===== config.mk =====
export PLATFORM = sky130hd
export DESIGN_NAME = hex_scan_sb_ctrl
export DESIGN_NICKNAME = d
export VERILOG_FILES = /design/src/rtl/hex_scan_sb_ctrl.sv
export SDC_FILE = /design/constraint.sdc
export NUM_CORES = 1
export LEC_CHECK = 0
export BUFFER_PORTS_ARGS = -buffer_cell sky130_fd_sc_hd__buf_2
export CORE_UTILIZATION = 40
export DETAILED_ROUTE_END_ITERATION = 16
export PLACE_DENSITY = 0.69
export SYNTH_ARGS = -nofsm -noshare
export SYNTH_HDL_FRONTEND = slang
export SYNTH_SLANG_ARGS = --single-unit
export TNS_END_PERCENT = 50

===== constraint.sdc =====
create_clock -name clk_i -period 3.8 [get_ports clk_i]
set_clock_uncertainty 0.05 [all_clocks]
set_input_delay 0 -clock clk_i [delete_from_list [all_inputs] [get_ports clk_i]]
set_output_delay 0 -clock clk_i [all_outputs]
set_load 0.03 [all_outputs]

===== src/rtl/hex_scan_sb_ctrl.sv =====
// Bus-mapped controller for a multiplexed bank of 7-segment digits with built-in scan timing.
// Optional blink support is compiled in with `define HEX_SCAN_BLINK_EN.
module hex_scan_sb_ctrl #(
  parameter int DIGITS    = 8,
  parameter int SCAN_DIV  = 1000,
  parameter int BLINK_DIV = 25_000_000
) (
  input  logic              clk_i,
  input  logic              rst_i,
  input  logic [31:0]       addr_i,
  input  logic              req_i,
  input  logic              write_enable_i,
  input  logic [31:0]       write_data_i,
  output logic [31:0]       read_data_o,
  output logic [6:0]        hex_led_o,
  output logic [DIGITS-1:0] hex_sel_o
);

  localparam int IDXW = (DIGITS > 1) ? $clog2(DIGITS) : 1;
  localparam int PW   = $clog2(SCAN_DIV);

  logic [3:0]        r_digit [DIGITS];
  logic [DIGITS-1:0] r_enable;
  logic [PW-1:0]     r_presc;
  logic [IDXW-1:0]   r_idx;
  logic [DIGITS-1:0] r_sel;
  logic [6:0]        r_led;
  logic [31:0]       r_rdata;

  logic              w_wr, w_rd, w_srst, w_rst_any;
  logic              w_dig_region, w_en_hit, w_bl_hit, w_srst_hit, w_mask_ok;
  logic              w_scan_wrap;
  logic [IDXW-1:0]   w_idx_next;
  logic [3:0]        w_cur_digit;
  logic              w_cur_en, w_cur_vis;
  logic [6:0]        w_seg;
  logic [31:0]       w_rdata;

  assign w_wr         = req_i & write_enable_i;
  assign w_rd         = req_i & ~write_enable_i;
  assign w_dig_region = (addr_i[31:6] == 26'd0) && (addr_i[1:0] == 2'd0) &&
                        (32'(addr_i[5:2]) < 32'(DIGITS));
  assign w_en_hit     = (addr_i == 32'h40);
  assign w_bl_hit     = (addr_i == 32'h44);
  assign w_srst_hit   = (addr_i == 32'h48);
  assign w_mask_ok    = ((write_data_i >> DIGITS) == 32'd0);
  // Soft reset clears everything a hard reset does except the read data register.
  assign w_srst       = w_wr & w_srst_hit & (write_data_i == 32'd1);
  assign w_rst_any    = rst_i | w_srst;

  assign w_scan_wrap = (r_presc == PW'(SCAN_DIV - 1));
  assign w_idx_next  = (r_idx == IDXW'(DIGITS - 1)) ? '0 : r_idx + 1'b1;

`ifdef HEX_SCAN_BLINK_EN
  localparam int BW = $clog2(BLINK_DIV);

  logic [DIGITS-1:0] r_blink;
  logic [BW-1:0]     r_bcnt;
  logic              r_phase_on;

  always_ff @(posedge clk_i) begin
    if (w_rst_any) begin
      r_blink    <= '0;
      r_bcnt     <= '0;
      r_phase_on <= 1'b1;
    end else begin
      if (w_wr && w_bl_hit && w_mask_ok)
        r_blink <= write_data_i[DIGITS-1:0];
      if (r_bcnt == BW'(BLINK_DIV - 1)) begin
        r_bcnt     <= '0;
        r_phase_on <= ~r_phase_on;
      end else begin
        r_bcnt <= r_bcnt + 1'b1;
      end
    end
  end
`else
  logic w_unused_blink_div;
  assign w_unused_blink_div = (BLINK_DIV > 1) & w_bl_hit;
`endif

  always_ff @(posedge clk_i) begin
    if (w_rst_any) begin
      for (int i = 0; i < DIGITS; i++) r_digit[i] <= 4'd0;
      r_enable <= '0;
      r_presc  <= '0;
      r_idx    <= '0;
    end else begin
      for (int i = 0; i < DIGITS; i++)
        if (w_wr && w_dig_region && addr_i[5:2] == 4'(i) && write_data_i < 32'd16)
          r_digit[i] <= write_data_i[3:0];
      if (w_wr && w_en_hit && w_mask_ok)
        r_enable <= write_data_i[DIGITS-1:0];
      if (w_scan_wrap) begin
        r_presc <= '0;
        r_idx   <= w_idx_next;
      end else begin
        r_presc <= r_presc + 1'b1;
      end
    end
  end

  always_comb begin
    w_cur_digit = 4'd0;
    w_cur_en    = 1'b0;
    w_cur_vis   = 1'b1;
    for (int i = 0; i < DIGITS; i++) begin
      if (r_idx == IDXW'(i)) begin
        w_cur_digit = r_digit[i];
        w_cur_en    = r_enable[i];
`ifdef HEX_SCAN_BLINK_EN
        w_cur_vis   = ~r_blink[i] | r_phase_on;
`endif
      end
    end
  end

  always_comb begin
    w_seg = 7'h00;
    case (w_cur_digit)
      4'h0: w_seg = 7'h3F;
      4'h1: w_seg = 7'h06;
      4'h2: w_seg = 7'h5B;
      4'h3: w_seg = 7'h4F;
      4'h4: w_seg = 7'h66;
      4'h5: w_seg = 7'h6D;
      4'h6: w_seg = 7'h7D;
      4'h7: w_seg = 7'h07;
      4'h8: w_seg = 7'h7F;
      4'h9: w_seg = 7'h6F;
      4'hA: w_seg = 7'h77;
      4'hB: w_seg = 7'h7C;
      4'hC: w_seg = 7'h39;
      4'hD: w_seg = 7'h5E;
      4'hE: w_seg = 7'h79;
      4'hF: w_seg = 7'h71;
      default: w_seg = 7'h00;
    endcase
  end

  always_comb begin
    w_rdata = 32'd0;
    for (int i = 0; i < DIGITS; i++)
      if (w_dig_region && addr_i[5:2] == 4'(i))
        w_rdata = {28'd0, r_digit[i]};
    if (w_en_hit)
      w_rdata = 32'(r_enable);
`ifdef HEX_SCAN_BLINK_EN
    if (w_bl_hit)
      w_rdata = 32'(r_blink);
`endif
  end

  // Outputs lag the scan index by one cycle; a dark slot always blanks the segments.
  always_ff @(posedge clk_i) begin
    if (w_rst_any) begin
      r_sel <= '1;
      r_led <= 7'h7F;
    end else if (w_cur_en && w_cur_vis) begin
      r_sel <= ~(DIGITS'(1) << r_idx);
      r_led <= ~w_seg;
    end else begin
      r_sel <= '1;
      r_led <= 7'h7F;
    end
  end

  always_ff @(posedge clk_i) begin
    if (rst_i)
      r_rdata <= 32'd0;
    else if (w_rd)
      r_rdata <= w_rdata;
  end

  assign read_data_o = r_rdata;
  assign hex_led_o   = r_led;
  assign hex_sel_o   = r_sel;

endmodule


==> results.py <==
metrics = {
    "synthesis": {
        "synthesis.area_um2": 4457,
        "synth_top_cell_area_share_pct": 21.56,
        "ys_seq_elements": 76,
        "synth_area_leaders": "edfxtp_1, dfxtp_1, nor2_1, buf_4, ha_1",
        "synth_edf_count": 32,
        "yosysSeqAreaShare_pct": 41.33,
        "ys.warnings.count": 0,
        "synthFlopType": "dfxtp_1",
        "synth.avg_cell_area_um2": 9.383,
        "netlist_instances": 475,
        "ys_types": 70,
        "async_reset_ff_share_pct": 0,
        "yosysTopAreaCell": "edfxtp_1",
    },
    "place": {
        "place_area_um2": 4887,
        "gp_routability_congestion": 0.8723,
        "place_inst": 683,
        "portBuffers": 90,
        "place_hpwl_mm": 8.493,
        "preCtsSetupSlack_ns": 0.6300,
    },
    "power": {
        "power.density_nw_per_um2": 330.4,
        "report.power.total_mw": 1.713,
        "p_leak_nw": 2.014,
        "ir_drop_mv": 0.1938,
    },
    "cts": {
        "cts_buffers": 9,
        "cts.sinks": 76,
        "cts_tree": "yes",
        "post_cts_buffers": 0,
        "cts_buffer_depth": 2,
        "path_clk_slew_ns": 0.10,
        "clockRootBuffer": "clkbuf_8",
        "htree_levels": 3,
        "clk_latency_ns": 0.36,
    },
    "grt": {
        "grt_pass1_wl_mm": 17.64,
        "gr-total-overflow": 0,
        "grt_max_degree": 26,
        "antenna_found_initial": 0,
        "grt_pass1_vias": 3538,
        "grt_usage_pct": 19.91,
    },
    "sta": {
        "hold_viol": 0,
        "finalSetupTns_ns": 0,
        "drv_slew": 0,
        "fin_ws_ns": 0.5418,
        "worstMarginPinSlew_ns": 0.9589,
        "setup_viol": 0,
        "timing.final.crit_share_pct": 85.74,
        "rsz0062_at_grt": "no",
        "timing.fmax_mhz": 306.9,
        "min_period_ns": 3.258,
        "max-slew-margin-rel_pct": 35.77,
    },
    "worst_hold_path": {
        "hold_depth": 4,
        "hold_start": "req_i",
        "min_to": "read_data_o[4]",
        "hp-class": "input pin to register",
    },
    "worst_setup_path": {
        "worstReg2RegEnd": "hex_led_o[0]",
        "r2r-start": "r_idx[0]",
        "criticalPathCategory": "register to register",
        "worstPathRequired_ns": 3.98,
        "critPathArrivalTime_ns": 3.43,
        "reg2reg_slack_ns": 0.54,
        "r2r.worst_path.cells": 11,
        "crit_path_end_kind": "register",
        "critPathMaxFanout": 13,
        "critPathLaunch": "r_idx[0]",
        "start_kind": "register",
    },
    "floorplanning": {
        "io_pins": 115,
        "start_util_pct": 41.11,
        "core-area_um2": 10840,
        "die_area_um2": 11570,
        "rows": 38,
        "die_height_um": 107.6,
        "die-width_um": 107.6,
    },
    "route": {
        "vias_per_cell": 5.512,
        "via_count": 3908,
        "drtAntennaViolNets": 0,
        "drtIter0Drc": 213,
        "drc": 0,
        "wirelength_mm": 11.06,
        "drtPass1Iterations": 5,
        "routedWlPerCell_um": 15.60,
    },
    "finish": {
        "syn2layout_area_growth_pct": 16.37,
        "n_fill_cell": 1004,
        "final_area_um2": 5186,
        "antenna_cells": 0,
        "nNetsFinal": 645,
        "drive_above_1_share_pct": 24.78,
        "finalNonFillerCells": 709,
    },
    "run_status": {
        "status": "completed",
    },
    "job": {
        "maxCapViolCount": 0,
    },
}
-- cells in the final DEF (no fill, tap or decap), drive strengths merged, types with 8 or more instances in the layout --
cell type / netlist / layout
a21oi: 30 / 30
nand3: 31 / 31
nor4: 16 / 16
nand2b: 10 / 10
dlygate4sd3: 0 / 10
inv: 18 / 22
ha: 13 / 13
clkbuf: 10 / 10
edfxtp: 32 / 32
a211oi: 8 / 8
mux2i: 8 / 8
dfxtp: 44 / 44
o21ai: 16 / 16
nand2: 31 / 31
nor2: 55 / 55
nand3b: 12 / 12
buf: 39 / 94
conb: 1 / 24
and2: 11 / 11
-- sequential cells by signal, summed over array words and instances, names as in the netlist --
name / count
read_data_o: 8
r_presc: 10
hex_led_o: 7
hex_sel_o: 8
r_idx: 3
r_digit: 32
r_enable: 8
-- cell usage after synthesis, drive strengths merged (3+ instances only) --
cell type,instances
or4,4
mux4,5
nor3b,3
a31oi,3
xnor2,6
clkbuf,10
a22o,3
inv,18
a21o,3
buf,39
mux2i,8
nor3,6
xor2,3
nand2b,10
ha,13
nand3b,12
nand3,31
dfxtp,44
o21ai,16
nor2,55
nor4,16
nand4,7
a21oi,30
a211oi,8
and2,11
nand2,31
a221oi,7
edfxtp,32
mux2,3
nor2b,5
o211ai,3
-- what timing repair did --
item,4_1_cts,5_1_grt
hold buffers,10,0
gates resized for setup,0,0
endpoints found under the hold margin,21,0
-- layout make-up --
class	instances	area [µm²]	share of cell area, %
multi-input cells	355	2322	44.78
flip-flops and latches	76	1842	35.51
repair buffers	104	580.6	11.19
well taps	140	175.2	3.378
clock buffers	10	148.9	2.871
inverters	18	67.56	1.303
clock inverters	6	50.05	0.9650
-- layer usage --
layer  vias to the layer above  track usage, %  wire length (µm)
li1                       1855               -                 -
met1                      1825           25.61              4746
met2                       214           33.06              5367
met3                        14           4.782               801
met4                         0           5.773               145
met5                         -               0                 0
-- power by group --
| group | internal [mW] | switching, mW | total (mW) |
|---|---|---|---|
| clock network | 0.287 | 0.326 | 0.613 |
| registers | 0.875 | 0.0202 | 0.895 |
| logic | 0.0783 | 0.127 | 0.205 |
-- per-stage QoR --
stage                     util (%)  hold slack (ns)
after floorplan                  -           0.1000
after global placement       45.08           0.2287
after detailed placement     45.08           0.2253
after CTS                    47.84          0.07967
after global routing         47.84           0.1184
final                        47.84          0.09673
-- how the worst max path moves through the flow --
stage                               to  depth (start not counted)  slack, ns
after floorplan           hex_led_o[0]                         12       1.10
after global placement    hex_led_o[0]                         11       0.85
after detailed placement  hex_led_o[0]                         11       0.63
after CTS                 hex_led_o[0]                         11       0.62
after global routing      hex_led_o[0]                         11       0.28
final                     hex_led_o[0]                         11       0.54
-- critical path, stage by stage (launching register included) --
cell and delay [ns]:
dfxtp_1 0.36, ha_1 0.25, ha_1 0.35, or2_2 0.38, a221oi_1 0.25, o22ai_1 0.14, a21boi_1 0.46, inv_1 0.18
ha_1 0.31, nand3b_1 0.20, o211ai_1 0.11, a22oi_1 0.11
-- cell families after synthesis --
logic type      Yosys count  synth area share (%)
xor+xnor                  9                 1.769
compound gates           94                 14.09
simple gates            199                 25.49
buf+inv                  67                 8.506
other cells               1               0.08414
flops                    76                 41.32
fa+ha+maj                13                 3.650
mux                      16                 5.081
Note: power is estimated with default switching activity, not from simulation.
